File: src/rtl/piso_tx_pkg.sv
// Shared types and defaults for the PISO transmit controller.
// Optional parity bit is enabled by defining PISO_TX_PARITY_EN.
package piso_tx_pkg;

  // Controller states; PARITY is only reachable when parity is enabled.
  typedef enum logic [1:0] {
    ST_IDLE   = 2'd0,
    ST_SHIFT  = 2'd1,
    ST_PARITY = 2'd2,
    ST_GAP    = 2'd3
  } state_e;

  localparam int DEFAULT_WIDTH = 4;
  localparam int DEFAULT_DIV   = 1;
  localparam int DEFAULT_GAP   = 1;

  // Counter width for values 0..n-1, never narrower than one bit.
  function automatic int cnt_width(input int n);
    return (n > 1) ? $clog2(n) : 1;
  endfunction

endpackage

File: src/rtl/piso_shift_reg.sv
// WIDTH-bit parallel-load, shift-right register; q_o is the LSB.
// Zeros are shifted in at the MSB end.
module piso_shift_reg
  import piso_tx_pkg::*;
#(
  parameter int WIDTH = DEFAULT_WIDTH
) (
  input  logic             clk,
  input  logic             rst,
  input  logic             load_i,
  input  logic             shift_i,
  input  logic [WIDTH-1:0] d_i,
  output logic             q_o
);

  logic [WIDTH-1:0] sreg_q;
  logic [WIDTH-1:0] sreg_d;

  // Per-bit next value: load wins over shift, otherwise hold.
  genvar gi;
  for (gi = 0; gi < WIDTH; gi++) begin : g_bit
    logic upper;
    if (gi == WIDTH - 1) begin : g_top
      assign upper = 1'b0;
    end else begin : g_mid
      assign upper = sreg_q[gi+1];
    end
    assign sreg_d[gi] = load_i ? d_i[gi] : (shift_i ? upper : sreg_q[gi]);
  end

  // Register with asynchronous active-low clear.
  always_ff @(posedge clk or negedge rst) begin
    if (!rst) begin
      sreg_q <= '0;
    end else begin
      sreg_q <= sreg_d;
    end
  end

  assign q_o = sreg_q[0];

endmodule

File: src/rtl/piso_tx_ctrl.sv
// Transmit controller for a PISO shift register: accepts a word on a
// valid/ready handshake, sends it LSB-first holding each bit DIV clocks,
// then idles GAP clocks. Define PISO_TX_PARITY_EN to append an even
// parity bit after the data bits.
module piso_tx_ctrl
  import piso_tx_pkg::*;
#(
  parameter int WIDTH = DEFAULT_WIDTH,
  parameter int DIV   = DEFAULT_DIV,
  parameter int GAP   = DEFAULT_GAP
) (
  input  logic             clk,
  input  logic             rst,
  input  logic             in_valid,
  input  logic [WIDTH-1:0] in_data,
  output logic             in_ready,
  input  logic             abort,
  output logic             ser_out,
  output logic             ser_valid,
  output logic             busy,
  output logic             done
);

  localparam int BIT_W = cnt_width(WIDTH);
  localparam int DIV_W = cnt_width(DIV);
  localparam int GAP_W = cnt_width(GAP + 1);

  localparam logic [BIT_W-1:0] BIT_LAST = BIT_W'(WIDTH - 1);
  localparam logic [DIV_W-1:0] DIV_LAST = DIV_W'(DIV - 1);
  localparam logic [GAP_W-1:0] GAP_LAST = GAP_W'((GAP > 0) ? GAP - 1 : 0);

  state_e           state_q, state_d;
  logic [BIT_W-1:0] bit_cnt_q, bit_cnt_d;
  logic [DIV_W-1:0] div_cnt_q, div_cnt_d;
  logic [GAP_W-1:0] gap_cnt_q, gap_cnt_d;
  logic             done_q;
  logic             frame_end;
  logic             sreg_load;
  logic             sreg_shift;
  logic             sreg_bit;
  logic             div_last;
  logic             bit_last;
  logic             gap_last;
  logic             abort_act;

`ifdef PISO_TX_PARITY_EN
  logic             parity_q, parity_d;
`endif

  assign div_last  = (div_cnt_q == DIV_LAST);
  assign bit_last  = (bit_cnt_q == BIT_LAST);
  assign gap_last  = (gap_cnt_q == GAP_LAST);
  // Abort only matters while a frame is in flight.
  assign abort_act = abort && (state_q != ST_IDLE);

  piso_shift_reg #(
    .WIDTH(WIDTH)
  ) u_sreg (
    .clk    (clk),
    .rst    (rst),
    .load_i (sreg_load),
    .shift_i(sreg_shift),
    .d_i    (in_data),
    .q_o    (sreg_bit)
  );

  // FSM state register.
  always_ff @(posedge clk or negedge rst) begin
    if (!rst) begin
      state_q <= ST_IDLE;
    end else begin
      state_q <= state_d;
    end
  end

  // FSM next state; frame_end marks the clock where a frame completes.
  always_comb begin
    state_d   = state_q;
    frame_end = 1'b0;
    case (state_q)
      ST_IDLE: begin
        if (in_valid) state_d = ST_SHIFT;
      end
      ST_SHIFT: begin
        if (div_last && bit_last) begin
`ifdef PISO_TX_PARITY_EN
          state_d = ST_PARITY;
`else
          state_d   = (GAP > 0) ? ST_GAP : ST_IDLE;
          frame_end = 1'b1;
`endif
        end
      end
`ifdef PISO_TX_PARITY_EN
      ST_PARITY: begin
        if (div_last) begin
          state_d   = (GAP > 0) ? ST_GAP : ST_IDLE;
          frame_end = 1'b1;
        end
      end
`endif
      ST_GAP: begin
        if (gap_last) state_d = ST_IDLE;
      end
      default: state_d = ST_IDLE;
    endcase
    if (abort_act) begin
      state_d   = ST_IDLE;
      frame_end = 1'b0;
    end
  end

  // FSM outputs decoded from the current state.
  always_comb begin
    in_ready  = 1'b0;
    ser_out   = 1'b0;
    ser_valid = 1'b0;
    busy      = 1'b1;
    case (state_q)
      ST_IDLE: begin
        in_ready = 1'b1;
        busy     = 1'b0;
      end
      ST_SHIFT: begin
        ser_out   = sreg_bit;
        ser_valid = 1'b1;
      end
`ifdef PISO_TX_PARITY_EN
      ST_PARITY: begin
        ser_out   = parity_q;
        ser_valid = 1'b1;
      end
`endif
      default: begin
        ser_out   = 1'b0;
        ser_valid = 1'b0;
      end
    endcase
  end

  // Counter and shift-register control for the current state.
  always_comb begin
    bit_cnt_d  = bit_cnt_q;
    div_cnt_d  = div_cnt_q;
    gap_cnt_d  = gap_cnt_q;
    sreg_load  = 1'b0;
    sreg_shift = 1'b0;
`ifdef PISO_TX_PARITY_EN
    parity_d   = parity_q;
`endif
    case (state_q)
      ST_IDLE: begin
        if (in_valid) begin
          sreg_load = 1'b1;
          bit_cnt_d = '0;
          div_cnt_d = '0;
          gap_cnt_d = '0;
`ifdef PISO_TX_PARITY_EN
          parity_d  = ^in_data;
`endif
        end
      end
      ST_SHIFT: begin
        if (div_last) begin
          div_cnt_d = '0;
          if (bit_last) begin
            bit_cnt_d = '0;
          end else begin
            bit_cnt_d  = bit_cnt_q + BIT_W'(1);
            sreg_shift = 1'b1;
          end
        end else begin
          div_cnt_d = div_cnt_q + DIV_W'(1);
        end
      end
`ifdef PISO_TX_PARITY_EN
      ST_PARITY: begin
        div_cnt_d = div_last ? '0 : div_cnt_q + DIV_W'(1);
      end
`endif
      ST_GAP: begin
        gap_cnt_d = gap_last ? '0 : gap_cnt_q + GAP_W'(1);
      end
      default: ;
    endcase
    if (abort_act) begin
      bit_cnt_d  = '0;
      div_cnt_d  = '0;
      gap_cnt_d  = '0;
      sreg_shift = 1'b0;
    end
  end

  // Counter and done-pulse registers.
  always_ff @(posedge clk or negedge rst) begin
    if (!rst) begin
      bit_cnt_q <= '0;
      div_cnt_q <= '0;
      gap_cnt_q <= '0;
      done_q    <= 1'b0;
    end else begin
      bit_cnt_q <= bit_cnt_d;
      div_cnt_q <= div_cnt_d;
      gap_cnt_q <= gap_cnt_d;
      done_q    <= frame_end;
    end
  end

`ifdef PISO_TX_PARITY_EN
  // Parity of the loaded word, captured at the handshake.
  always_ff @(posedge clk or negedge rst) begin
    if (!rst) begin
      parity_q <= 1'b0;
    end else begin
      parity_q <= parity_d;
    end
  end
`endif

  assign done = done_q;

endmodule

File: config.mk
export PLATFORM = sky130hd
export DESIGN_NAME = piso_tx_ctrl
export DESIGN_NICKNAME = d
export VERILOG_FILES = /design/src/rtl/piso_tx_pkg.sv /design/src/rtl/piso_shift_reg.sv /design/src/rtl/piso_tx_ctrl.sv
export SDC_FILE = /design/constraint.sdc
export NUM_CORES = 1
export LEC_CHECK = 0
export BUFFER_PORTS_ARGS = -buffer_cell sky130_fd_sc_hd__buf_4
export CAP_MARGIN = 20
export CORE_AREA = 2 2 39 41
export DETAILED_ROUTE_END_ITERATION = 10
export DIE_AREA = 0 0 41 43
export GPL_TIMING_DRIVEN = 0
export PLACE_DENSITY_LB_ADDON = 0.25
export SYNTH_ARGS = -nofsm -noshare
export SYNTH_HDL_FRONTEND = slang
export SYNTH_HIERARCHICAL = 1
export SYNTH_SLANG_ARGS = --single-unit
File: constraint.sdc
create_clock -name clk -period 3.63 [get_ports clk]
set_input_delay 0.363 -clock clk [delete_from_list [all_inputs] [get_ports clk]]
set_output_delay 0.363 -clock clk [all_outputs]
set_load 0.05 [all_outputs]
==> parameters.txt <==
Parameter                              Value

Run status
  Status    complete, no violations

Logic synthesis
  Synth Area per Inst    between 10 and 15 sq um
  Mapped Nets    48
  Post-Synthesis Cells    39
  Summed instance area of the synthesized netlist    442 sq um
  Fraction of the yosys area taken by sequential cells    slightly above 50%
  Warnings from Yosys    6
  Library cells used by synthesis    18
  Flop and latch count out of synthesis    9

Worst setup path
  Critical-path cell with the highest stage delay    sky130_fd_sc_hd__or4b_1
  Critical setup path kind    reg2reg
  Startpoint type of the worst setup path    register
  CP max stage delay    0.56 ns
  Worst path buffer plus inverter count    1
  CP top delay family    simple AND/OR/NAND/NOR gates
  Required time reported for the critical path endpoint    3.76 ns
  Worst-path fanout max    4
  Critical path capture point type    register
  Cells traversed along the worst timing path    ha_1 > or4b_1 > inv_1 > mux2i_1 > o21ai_1
  Crit path DAT    1.93 ns

CTS
  CTS H-tree lvls    1
  Post-cts resize count    0
  Number of buffers created by CTS    3
  Maximum count of clock buffers along a single path    2
  Clock sink total    9
  Cell chosen for the clock root    sky130_fd_sc_hd__clkbuf_4
  Postcts setup bufs    0
  Clock Pin Slew Worst Setup and Hold Paths    0.06 ns
  CTS tree    done
  Worst-skew pair later-pin latency    0.26 ns

STA
  Worst setup skew after layout    ~0.0061 ns
  Accumulated negative setup slack    0 ns
  Actual slew at the worst max-slew pin    0.264 ns
  Setup repair after global routing missed its margin    false
  Worst rel slew slack    between 80% and 90%
  Fin. Hold Viols    0
  Final Max Slew Viols    0
  Final min period    1.81 ns
  Number of setup violations in the final report    0
  Share of the clock period used by the worst path after layout    49.7%
  Max Freq    0.554 GHz

Detailed routing
  Total wire length    813 um
  DR DRC count    0
  Mean routed wirelength per cell    11.3 um
  Final ANT Viol Nets    0
  Max layer used    met3
  Average vias per placed instance    4.94
  DRT Pass-1 Iters    2
  First-iteration detailed-routing DRC count    5
  Total via count after detailed routing    between 300 and 400
  Routed length on met2    approximately 380 um
  Detailed-routing wirelength on met1    376 um
  Routed wire length on met3    56 um

GRT
  Number of antenna violations at the first check in global routing    0
  Via count of the first global-routing pass    around 300
  Pin count of the biggest net entering global routing    10
  Global-route wire length before repair    1290 um
  Global route overflow    0
  Total routing resource utilization after global routing    about 12%

Pwr
  Net switching power figure    0.121 mW
  Cell area power density    571 nW/um^2
  IR drop worst, VDD    roughly 0.00031 V
  Switching part of the total power    36.1%
  Power share of the clock group    22.5%
  Leakage power summed over all cells    0.287 nW
  Internal portion of total power    about 0.21 mW
  Sequential fraction of design power    41.8%
  Relative contribution of combinational cells to total power    between 30% and 40%

Placement
  Post-placement cell area    roughly 550 sq um
  Number of input and output port buffers inserted    12
  Dpl hpwl    604 um
  RD Place Congestion    0.701

Floorplan
  Row count    14
  Effective utilization at floorplan    31.9%
  Die height    43 um
  Floorplan die area    1760 sq um
  Core area    ~1400 sq um
  Horiz. Die Dim    41 um
  IO Pins    13

Finish
  Fraction of layout cells with a size suffix above 1    a little over a third
  Antenna cell count    0
  Fin nets    66
  Non-Filler Cell Area, Final    588 sq um
  Commonest non-fill, non-tap cells in the layout    sky130_fd_sc_hd__buf_4, sky130_fd_sc_hd__dfrtp_1, sky130_fd_sc_hd__nand2_1
  Filler Cells Inserted    around 140
  P&R area growth vs syn    33.1%
  Most frequent standard cell in the layout excluding fill and tap cells    sky130_fd_sc_hd__buf_4

Min path
  Type of the tightest min-delay check    in2reg

Job
  Number of violations of the max-capacitance limit    0
flip-flops by register name, indices dropped and copies added (netlist names):
name,flops
bit_cnt_q,2
state_q,2
done,1
u_sreg/sreg_q,4
final timing paths:
check,to,slack (ns),start,depth (start not counted)
hold reg to reg,u_sreg/sreg_q[3],0.51,u_sreg/sreg_q[3],1
setup / recovery,u_sreg/sreg_q[1],1.82,bit_cnt_q[0],5
setup reg to reg,u_sreg/sreg_q[1],1.82,bit_cnt_q[0],5
max in group asynchronous,u_sreg/sreg_q[2],3.03,rst,2
min in group asynchronous,bit_cnt_q[0],0.46,rst,2
hold / removal,u_sreg/sreg_q[2],0.32,in_data[2],3
power groups by stage:
stage / Combinational, mW / Sequential, mW / Clock (mW)
global placement: 0.119 / 0.142 / 0
global route: 0.129 / 0.144 / 0.0899
detailed placement: 0.120 / 0.142 / 0
floorplan: 0.0867 / 0.138 / 0
finish: 0.120 / 0.140 / 0.0755
CTS: 0.122 / 0.141 / 0.0808
cell type report:
cell class / count / area, sq um / share of cell area [%]
inverters: 2 / 7.51 / 1.28
flip-flops and latches: 9 / 225 / 38.3
multi-input cells: 28 / 209 / 35.5
well taps: 16 / 20.0 / 3.40
repair buffers: 13 / 100 / 17.0
clock buffers: 4 / 26.3 / 4.47
repair_timing:
item                                   in CTS  in global routing
setup endpoints to repair                   0                  0
endpoints found under the hold margin       9                  0
hold buffers                                1                  0
worst reg2reg max path, cell delays in order (launching register included):
cell,delay (ns)
sky130_fd_sc_hd__dfrtp_1,0.42
sky130_fd_sc_hd__ha_1,0.23
sky130_fd_sc_hd__or4b_1,0.56
sky130_fd_sc_hd__inv_1,0.18
sky130_fd_sc_hd__mux2i_1,0.21
sky130_fd_sc_hd__o21ai_1,0.08
per-stage QoR:
stage                     instances  hold WS (ns)  setup WS, ns  total power, mW  utilization [%]
after CTS                        72         0.313          1.81            0.344             42.5
after global placement           67         0.194          1.83            0.261             39.9
final                            72         0.322          1.82            0.336             42.5
after global routing             72         0.317          1.72            0.363             42.5
after floorplan                  39        0.0674          1.53            0.225                -
after detailed placement         67         0.193          1.83            0.263             39.9
cells in the mapped netlist:
| library cell | instances | area, sq um |
|---|---|---|
| sky130_fd_sc_hd__nor2_1 | 2 | 7.51 |
| sky130_fd_sc_hd__mux2i_1 | 3 | 30.0 |
| sky130_fd_sc_hd__and2_1 | 2 | 12.5 |
| sky130_fd_sc_hd__or4b_1 | 2 | 20.0 |
| sky130_fd_sc_hd__o211ai_1 | 1 | 7.51 |
| sky130_fd_sc_hd__and3b_2 | 2 | 20.0 |
| sky130_fd_sc_hd__or2_2 | 1 | 6.26 |
| sky130_fd_sc_hd__ha_1 | 1 | 12.5 |
| sky130_fd_sc_hd__a22o_1 | 1 | 8.76 |
| sky130_fd_sc_hd__o221ai_2 | 1 | 15.0 |
| sky130_fd_sc_hd__nor2b_1 | 1 | 6.26 |
| sky130_fd_sc_hd__or4bb_1 | 1 | 11.3 |
| sky130_fd_sc_hd__o21ai_1 | 3 | 15.0 |
| sky130_fd_sc_hd__inv_1 | 2 | 7.51 |
| sky130_fd_sc_hd__a211oi_1 | 1 | 7.51 |
| sky130_fd_sc_hd__nand2_1 | 5 | 18.8 |
| sky130_fd_sc_hd__or4b_2 | 1 | 10.0 |
| sky130_fd_sc_hd__dfrtp_1 | 9 | 225 |
metal layers:
metal | vias to the layer above | GRT usage, %
met5 | - | 0
met4 | 0 | 6.00
met3 | 0 | 6.28
met2 | 12 | 16.3
met1 | 166 | 13.5
li1 | 178 | -
kinds of logic after synthesis:
family | count (synthesis) | synth area share [%]
DFF | 9 | 51.0
adders and majority gates | 1 | 2.83
muxes | 3 | 6.80
AOI/OAI and AO/OA | 7 | 12.2
buffers and inverters | 2 | 1.70
and+or+nand+nor | 17 | 25.5
(Power assumes the default switching activity.)
